==> src/rtl/turn_control.sv <==
// Game-sequencing FSM in front of data_path: turns player flips into compare/advance
// strobes and a next-turn pulse, and tracks the cards face-up in the current turn.
module turn_control #(
  parameter int unsigned NUM_CARDS     = 12,
  parameter int unsigned REVEAL_CYCLES = 50000000,
  parameter int unsigned TW            = 26
) (
  input  logic                 clk,
  input  logic                 rst,
  input  logic                 start,
  input  logic                 flip_req,
  input  logic [3:0]           flip_idx,
  input  logic                 go,
  input  logic                 W,
  output logic                 A,
  output logic                 B,
  output logic                 statecombo_next_turn,
  output logic [NUM_CARDS-1:0] card_open,
  output logic [3:0]           cur_card,
  output logic                 game_over,
  output logic [2:0]           state
);

  localparam int unsigned IW    = 4;
  localparam int unsigned SLOTS = 1 << IW;
  localparam logic [TW-1:0]        TIMER_LAST = TW'(REVEAL_CYCLES - 1);
  localparam logic [NUM_CARDS-1:0] ALL_OPEN   = '1;

  typedef enum logic [2:0] {
    S_IDLE   = 3'd0,
    S_SELECT = 3'd1,
    S_REVEAL = 3'd2,
    S_CMP    = 3'd3,
    S_JUDGE  = 3'd4,
    S_MOVE   = 3'd5,
    S_MCHK   = 3'd6,
    S_WIN    = 3'd7
  } state_t;

  state_t               state_q, state_d;
  logic [TW-1:0]        timer_q, timer_d;
  logic [NUM_CARDS-1:0] open_d;
  logic [IW-1:0]        cur_d;
  logic                 next_turn_d;
  logic [SLOTS-1:0]     open_ext;
  logic                 flip_ok;

  // Indices past the last card read as already open, so they are rejected for free.
  always_comb begin
    open_ext                 = '1;
    open_ext[NUM_CARDS-1:0]  = card_open;
    flip_ok                  = flip_req && !open_ext[flip_idx];
  end

  // Next-state and next-register values.
  always_comb begin
    state_d     = state_q;
    timer_d     = timer_q;
    open_d      = card_open;
    cur_d       = cur_card;
    next_turn_d = 1'b0;
    case (state_q)
      S_IDLE: begin
        if (start) begin
          state_d = S_SELECT;
          open_d  = '0;
        end
      end
      S_SELECT: begin
        if (flip_ok) begin
          cur_d            = flip_idx;
          open_d[flip_idx] = 1'b1;
          timer_d          = '0;
          state_d          = S_REVEAL;
        end
      end
      S_REVEAL: begin
        if (timer_q == TIMER_LAST) state_d = S_CMP;
        else                       timer_d = timer_q + TW'(1);
      end
      S_CMP: state_d = S_JUDGE;
      S_JUDGE: begin
        if (go) begin
          state_d = S_MOVE;
        end else begin
          next_turn_d = 1'b1;
          open_d      = '0;
          state_d     = S_SELECT;
        end
      end
      S_MOVE: state_d = S_MCHK;
      S_MCHK: begin
        if (W) begin
          state_d = S_WIN;
        end else begin
          state_d = S_SELECT;
          // Board exhausted without a win: hand over to the next player with a fresh mask.
          if (card_open == ALL_OPEN) begin
            next_turn_d = 1'b1;
            open_d      = '0;
          end
        end
      end
      S_WIN: begin
        if (start) begin
          state_d = S_SELECT;
          open_d  = '0;
        end
      end
      default: state_d = S_IDLE;
    endcase
  end

  // Moore strobes are registered from the state being entered, so they align with it.
  always_ff @(posedge clk or negedge rst) begin
    if (!rst) begin
      state_q              <= S_IDLE;
      timer_q              <= '0;
      card_open            <= '0;
      cur_card             <= '0;
      A                    <= 1'b0;
      B                    <= 1'b0;
      statecombo_next_turn <= 1'b0;
      game_over            <= 1'b0;
    end else begin
      state_q              <= state_d;
      timer_q              <= timer_d;
      card_open            <= open_d;
      cur_card             <= cur_d;
      A                    <= (state_d == S_CMP);
      B                    <= (state_d == S_MOVE);
      statecombo_next_turn <= next_turn_d;
      game_over            <= (state_d == S_WIN);
    end
  end

  assign state = state_q;

endmodule

==> config.mk <==
export PLATFORM = sky130hd
export DESIGN_NAME = turn_control
export DESIGN_NICKNAME = d
export VERILOG_FILES = /design/src/rtl/turn_control.sv
export SDC_FILE = /design/constraint.sdc
export NUM_CORES = 1
export LEC_CHECK = 0
export BUFFER_PORTS_ARGS = -buffer_cell sky130_fd_sc_hd__buf_2
export CAP_MARGIN = 20
export CORE_UTILIZATION = 52
export CTS_CLUSTER_DIAMETER = 40
export DETAILED_ROUTE_END_ITERATION = 8
export PLACE_DENSITY = 0.77
export SLEW_MARGIN = 10
export SYNTH_ARGS = -nofsm -noshare
export SYNTH_HDL_FRONTEND = slang
export SYNTH_SLANG_ARGS = --single-unit
==> constraint.sdc <==
create_clock -name clk -period 2 [get_ports clk]
set_clock_uncertainty 0.1 [all_clocks]
set_input_delay 0.1 -clock clk [delete_from_list [all_inputs] [get_ports clk]]
set_output_delay 0.1 -clock clk [all_outputs]
set_load 0.02 [all_outputs]
Word level (Yosys, flattened, before mapping) --
Cells that the tools add are included.
Storage, ports and cells: logic and storage cells 63, flip-flop bits (word level) 49, memory bits (read-only) 0, bits in writable memories 0, bits in latches 0, input port bits 10, output and inout bits 23, memories kept 0
Operators by class: $mul 0, divide/modulo/power cells 0, shift operators 0, multiplexer cells 23, equal/unequal tests 18, $add $sub $neg 1, reduce and logical (&&, ||, !) cells 10, order comparisons 2, bitwise gates (word level) 1
Operators by type and width (number):
- 12-bit 2-to-1 mux | 5
- 26-bit 2-to-1 mux | 2
- 26-bit case mux with 2 select lines | 1
- 12-bit case mux with 4 select lines | 1
- 26-bit by 1-bit adder with 26-bit output (second input constant) | 1
- 26-bit == test (second input constant) | 1
- 3-bit case mux with 7 select lines | 1
- 3-bit == test (second input constant) | 6
- 3-bit 2-to-1 mux | 5
- 12-bit == test (second input constant) | 1
- 12-bit OR | 1
- 2-bit != test (second input constant) | 5
- 3-bit by 2-bit == test with 1-bit output (second input constant) | 3
- 6-bit AND reduction | 1
- 4-bit by 5-bit < comparator with 1-bit output (second input constant) | 1
- 1-bit 2-to-1 mux | 5
- 1-bit binary-select mux with 4-bit select | 1
- 1-bit demux with 4-bit select | 1
- 4-bit by 1-bit >= comparator with 1-bit output (second input constant) | 1
- 4-bit nonzero test | 1
- 3-bit by 1-bit == test with 1-bit output (second input constant) | 1
- 3-bit zero test | 1
- 3-bit AND reduction | 1
- 1-bit logical AND | 2
- other kinds (6) | 6

Longest topological paths before layout --
word-level depth 7, depth in mapped cells 7, mapped depth without buffers 6

Worst setup path before layout --
No wires, ideal clock.
path type reg2reg, start point register state_q[0] (netlist: state[0]), end point register timer_q[7], period minus slack after synthesis 2.154 ns, setup slack -0.154 ns, setup time 0.121 ns, cell stages (with the launch flop) 7, arrival time 1.932 ns, buffers on the path 1, data required time 1.779 ns, cells stage by stage dfrtp_1 -> or3b_1 -> buf_6 -> or4_4 -> o2111ai_2 -> xor2_1 -> nor2_1
Between the ends: longest elaborated chain between the ends 3, elaborated cells between the ends (all ways) 7, classes of those cells eq/ne: 4; mux: 1; reduce/logical: 2
Ends and longest elaborated chain:
- from (decl) | RTL line 40 | state_t state_q, state_d;
- from (signal assigned) | RTL line 126 | state_q <= state_d;
- 3-bit by 2-bit == test with 1-bit output / 3-bit by 1-bit == test with 1-bit output (equally long branches) | RTL line 62 | case (state_q)
- 2-bit != test (no line) / 2-bit nonzero test (equally long branches)
- 3-bit AND reduction (no line)
- to (signal assigned) | RTL line 127 | timer_q <= timer_d;
- to (decl) | RTL line 41 | logic [TW-1:0] timer_q, timer_d;
Parallel ways exist; a longest one is shown, timed or not. A chain may end at the register's enable or synchronous reset.

Worst setup path after layout --
start point register card_open[3], end point register timer_q[12]
Between the ends: longest elaborated chain between the ends 6
Ends and longest elaborated chain:
- from (decl) | RTL line 18 | output logic [NUM_CARDS-1:0] card_open,
- from (signal assigned) | RTL line 128 | card_open <= open_d;
- 1-bit binary-select mux with 4-bit select | RTL line 52 | flip_ok = flip_req && !open_ext[flip_idx];
- 1-bit 2-to-1 mux (implied by the code) | RTL line 52
- 1-bit zero test | RTL line 52
- 1-bit logical AND | RTL line 52
- 2-bit != test (no line)
- 3-bit AND reduction (no line)
Every way passes these cells. The select of a mux whose other input is x is not followed.

==> run_results.csv <==
group,metric,value,unit
logic_synthesis,yosysWarnings,0,
final_layout,area.growth.synth_to_final,34.7,%
logic_synthesis,synth-main-ff-cell,"dfrtp_1",
logic_synthesis,synth_top_cell_by_area,"dfrtp_1",
timing,tightest_slew,0.513,ns
logic_synthesis,syn_area,2660,µm²
logic_synthesis,yosysUniqueCellTypes,54,
clock_network,cts_buffers,5,
floorplanning,die-area,5400,µm²
floorplanning,die_w,73.5,µm
critical_path,crit_fanout,7,
timing,drv_slew,0,
clock_network,cts_tree,"yes",
timing,setup-violations-final,10,
final_layout,final_nets,360,
flow_run,drv_cap,0,
place,port_buffers,32,
logic_synthesis,syn_avg_cell_area,9.83,µm²
final_layout,antenna_cells,0,
critical_path,arrival,2.13,ns
routing,wl,7230,µm
run_status,status,"complete, but fails checks",
timing,hold_viol_final,0,
pwr,max-vdd-ir-drop,917,µV
clock_network,max-clock-path-buffers,2,
clock_network,htreeDepth,2,
timing,final.period_utilization,102,%
global_route,grt_max_degree,23,
timing,rsz0062_at_grt,"true",
floorplanning,die-height,73.5,µm
logic_synthesis,synth_fp_nets,281,
critical_path,worstSetupStartpointType,"flop",
floorplanning,pin_count,33,
logic_synthesis,synth_cells,270,
logic_synthesis,synth_area_leaders,"dfrtp_1 46%, nor2_1 4.4%, xor2_1 3.6%",
timing,setup_slack,-0.0347,ns
run_status,failed_checks,"negative setup slack",
final_layout,final_cells,417,
routing,vias_per_cell,6.09,
timing,period_needed,2.03,ns
logic_synthesis,yosysTopAreaCellShare,46.2,%
clock_network,clk_latency,0.31,ns
floorplanning,core-area,4820,µm²
critical_path,criticalPathCategory,"reg2reg",
place,dp_hpwl,4680,µm
final_layout,drive_above_1_share,38.0,%
global_route,antenna_found_initial,0,
logic_synthesis,ys_seq_area_share,46.2,%
logic_synthesis,synth_async_sr_flop_share,100,%
floorplanning,row_count,25,
routing,vias,2541,
pwr,fin_total_pwr,0.00472,W
routing,ant_nets,0,
critical_path,endpoint_kind,"flop",
global_route,grt_pass1_vias,2379,
critical_path,crit_required,2.10,ns
hold_path,hold_path_class,"in2reg",
routing,detail_route.wl_per_cell,17.3,µm
timing,slew_headroom,65.7,%
global_route,overflow,0,
global_route,grt_usage,27.1,%
clock_network,root_buffer,"clkbuf_8",
routing,drt_iter0_drc,245,
final_layout,fin_util,74.3,%
pwr,power_density,1320,nW/µm²
place,placedCellCount,393,
place,gp_congestion,0.889,
logic_synthesis,synth_edf_count,0,
global_route,grt_pass1_wl,11100,µm
routing,dr.pass1.iters,5,
timing,timing.fmax,491,MHz
routing,drc,0,
clock_network,clock-sinks,49,
clock_network,clk_pin_slew,0.09,ns
logic_synthesis,synth-seq-cells,49,
floorplanning,start_util,55.1,%
pwr,power.leakage,1.58,nW
critical path, stage by stage, from the launching register on:
cell	delay (ns)
dfrtp_1	0.39
mux4_2	0.47
mux2i_2	0.21
buf_4	0.18
o21a_1	0.14
and2_4	0.20
buf_6	0.16
nor2_1	0.06
final cells by class:
| cell class | count | area, µm² |
|---|---|---|
| clock inverters | 1 | 30.0 |
| multi-input cells | 201 | 1520 |
| fillers | 314 | 1240 |
| clock buffers | 7 | 86.3 |
| well taps | 67 | 83.8 |
| inverters | 8 | 30.0 |
| repair buffers | 84 | 596 |
| flip-flops and latches | 49 | 1230 |
through the flow:
stage                     instance area [µm²]  setup slack [ns]  hold WS (ns)  setup TNS (ns)
after floorplan                          2660           -0.0633        -0.296          -0.177
after global placement                   3130          -0.00987       0.00274        -0.00987
after detailed placement                 3130            -0.126       0.00165          -0.155
after CTS                                3350           -0.0266        0.0310         -0.0600
after global routing                     3580           -0.0923        0.0533           -2.09
final                                    3580           -0.0347        0.0608          -0.171
repair_timing:
| item | CTS | global route |
|---|---|---|
| gates resized for setup | 5 | 49 |
| hold endpoints to repair | 21 | 0 |
| setup endpoints to repair | 17 | 40 |
| pin swaps | 4 | 19 |
| hold buffers | 2 | 0 |
| gates cloned | 0 | 2 |
| setup buffers | 8 | 4 |
power by group:
group | switching (W) | leakage [nW] | internal [W]
sequential | 0.000409 | 0.652 | 0.00137
combinational | 0.00118 | 0.867 | 0.00102
clock | 0.000327 | 0.0585 | 0.000408
state kept, by name (all words and copies together) (netlist names):
| signal | flops |
|---|---|
| card_open | 12 |
| timer_q | 26 |
| cur_card | 4 |
| A | 1 |
| state | 3 |
| B | 1 |
| game_over | 1 |
| statecombo_next_turn | 1 |
final timing paths:
check | endpoint | slack (ns) | depth (start not counted) | from
setup / recovery | timer_q[12]$_DFFE_PN0P_ | -0.03 | 7 | card_open[3]$_DFFE_PN0P_
hold / removal | state[2]$_DFF_PN0_ | 0.06 | 3 | W
setup reg to reg | timer_q[12]$_DFFE_PN0P_ | -0.03 | 7 | card_open[3]$_DFFE_PN0P_
hold reg to reg | timer_q[5]$_DFFE_PN0P_ | 0.39 | 1 | timer_q[5]$_DFFE_PN0P_
max in group asynchronous | timer_q[19]$_DFFE_PN0P_ | 0.95 | 3 | rst
min in group asynchronous | timer_q[8]$_DFFE_PN0P_ | 0.19 | 2 | rst
routing by layer:
metal | GRT usage (%) | wire length, µm | vias to the layer above
met1 | 35.0 | 2980 | 1247
met2 | 43.9 | 3560 | 121
met4 | 11.5 | 197 | 0
met3 | 6.17 | 492 | 28
met5 | 0 | 0 | -
li1 | - | - | 1145
Yosys cell counts (5+ instances only):
master,number
xnor2_1,10
nand4_1,14
nand3_1,10
inv_1,8
nor2_1,31
o21ai_1,6
xor2_1,11
nor3_1,12
a21oi_1,9
and2_1,5
nand2_1,18
nor4_1,5
clkbuf_1,7
a22o_1,6
dfrtp_1,49
cell usage in the layout (no fill, tap or decap), types with 5 or more instances in the layout:
| cell | instances |
|---|---|
| a21oi_1 | 5 |
| a22o_1 | 6 |
| buf_2 | 32 |
| buf_4 | 44 |
| clkbuf_8 | 6 |
| dfrtp_1 | 47 |
| inv_1 | 8 |
| nand2_1 | 16 |
| nand3_1 | 10 |
| nand4_1 | 14 |
| nor2_1 | 18 |
| nor2_2 | 6 |
| nor2_4 | 8 |
| nor3_1 | 10 |
| o21ai_1 | 5 |
| xnor2_1 | 10 |
| xor2_1 | 11 |
logic make-up after synthesis:
kind of cell	Yosys count	synth area share, %
buffers and inverters	20	3.30
AO/OA/AOI/OAI	43	12.5
XOR/XNOR	21	6.93
multiplexers	7	4.10
flip-flops	49	46.2
AND/OR/NAND/NOR	129	26.5
adder cells (fa/ha/maj)	1	0.471
No activity file was read; power rests on OpenSTA's default activity.
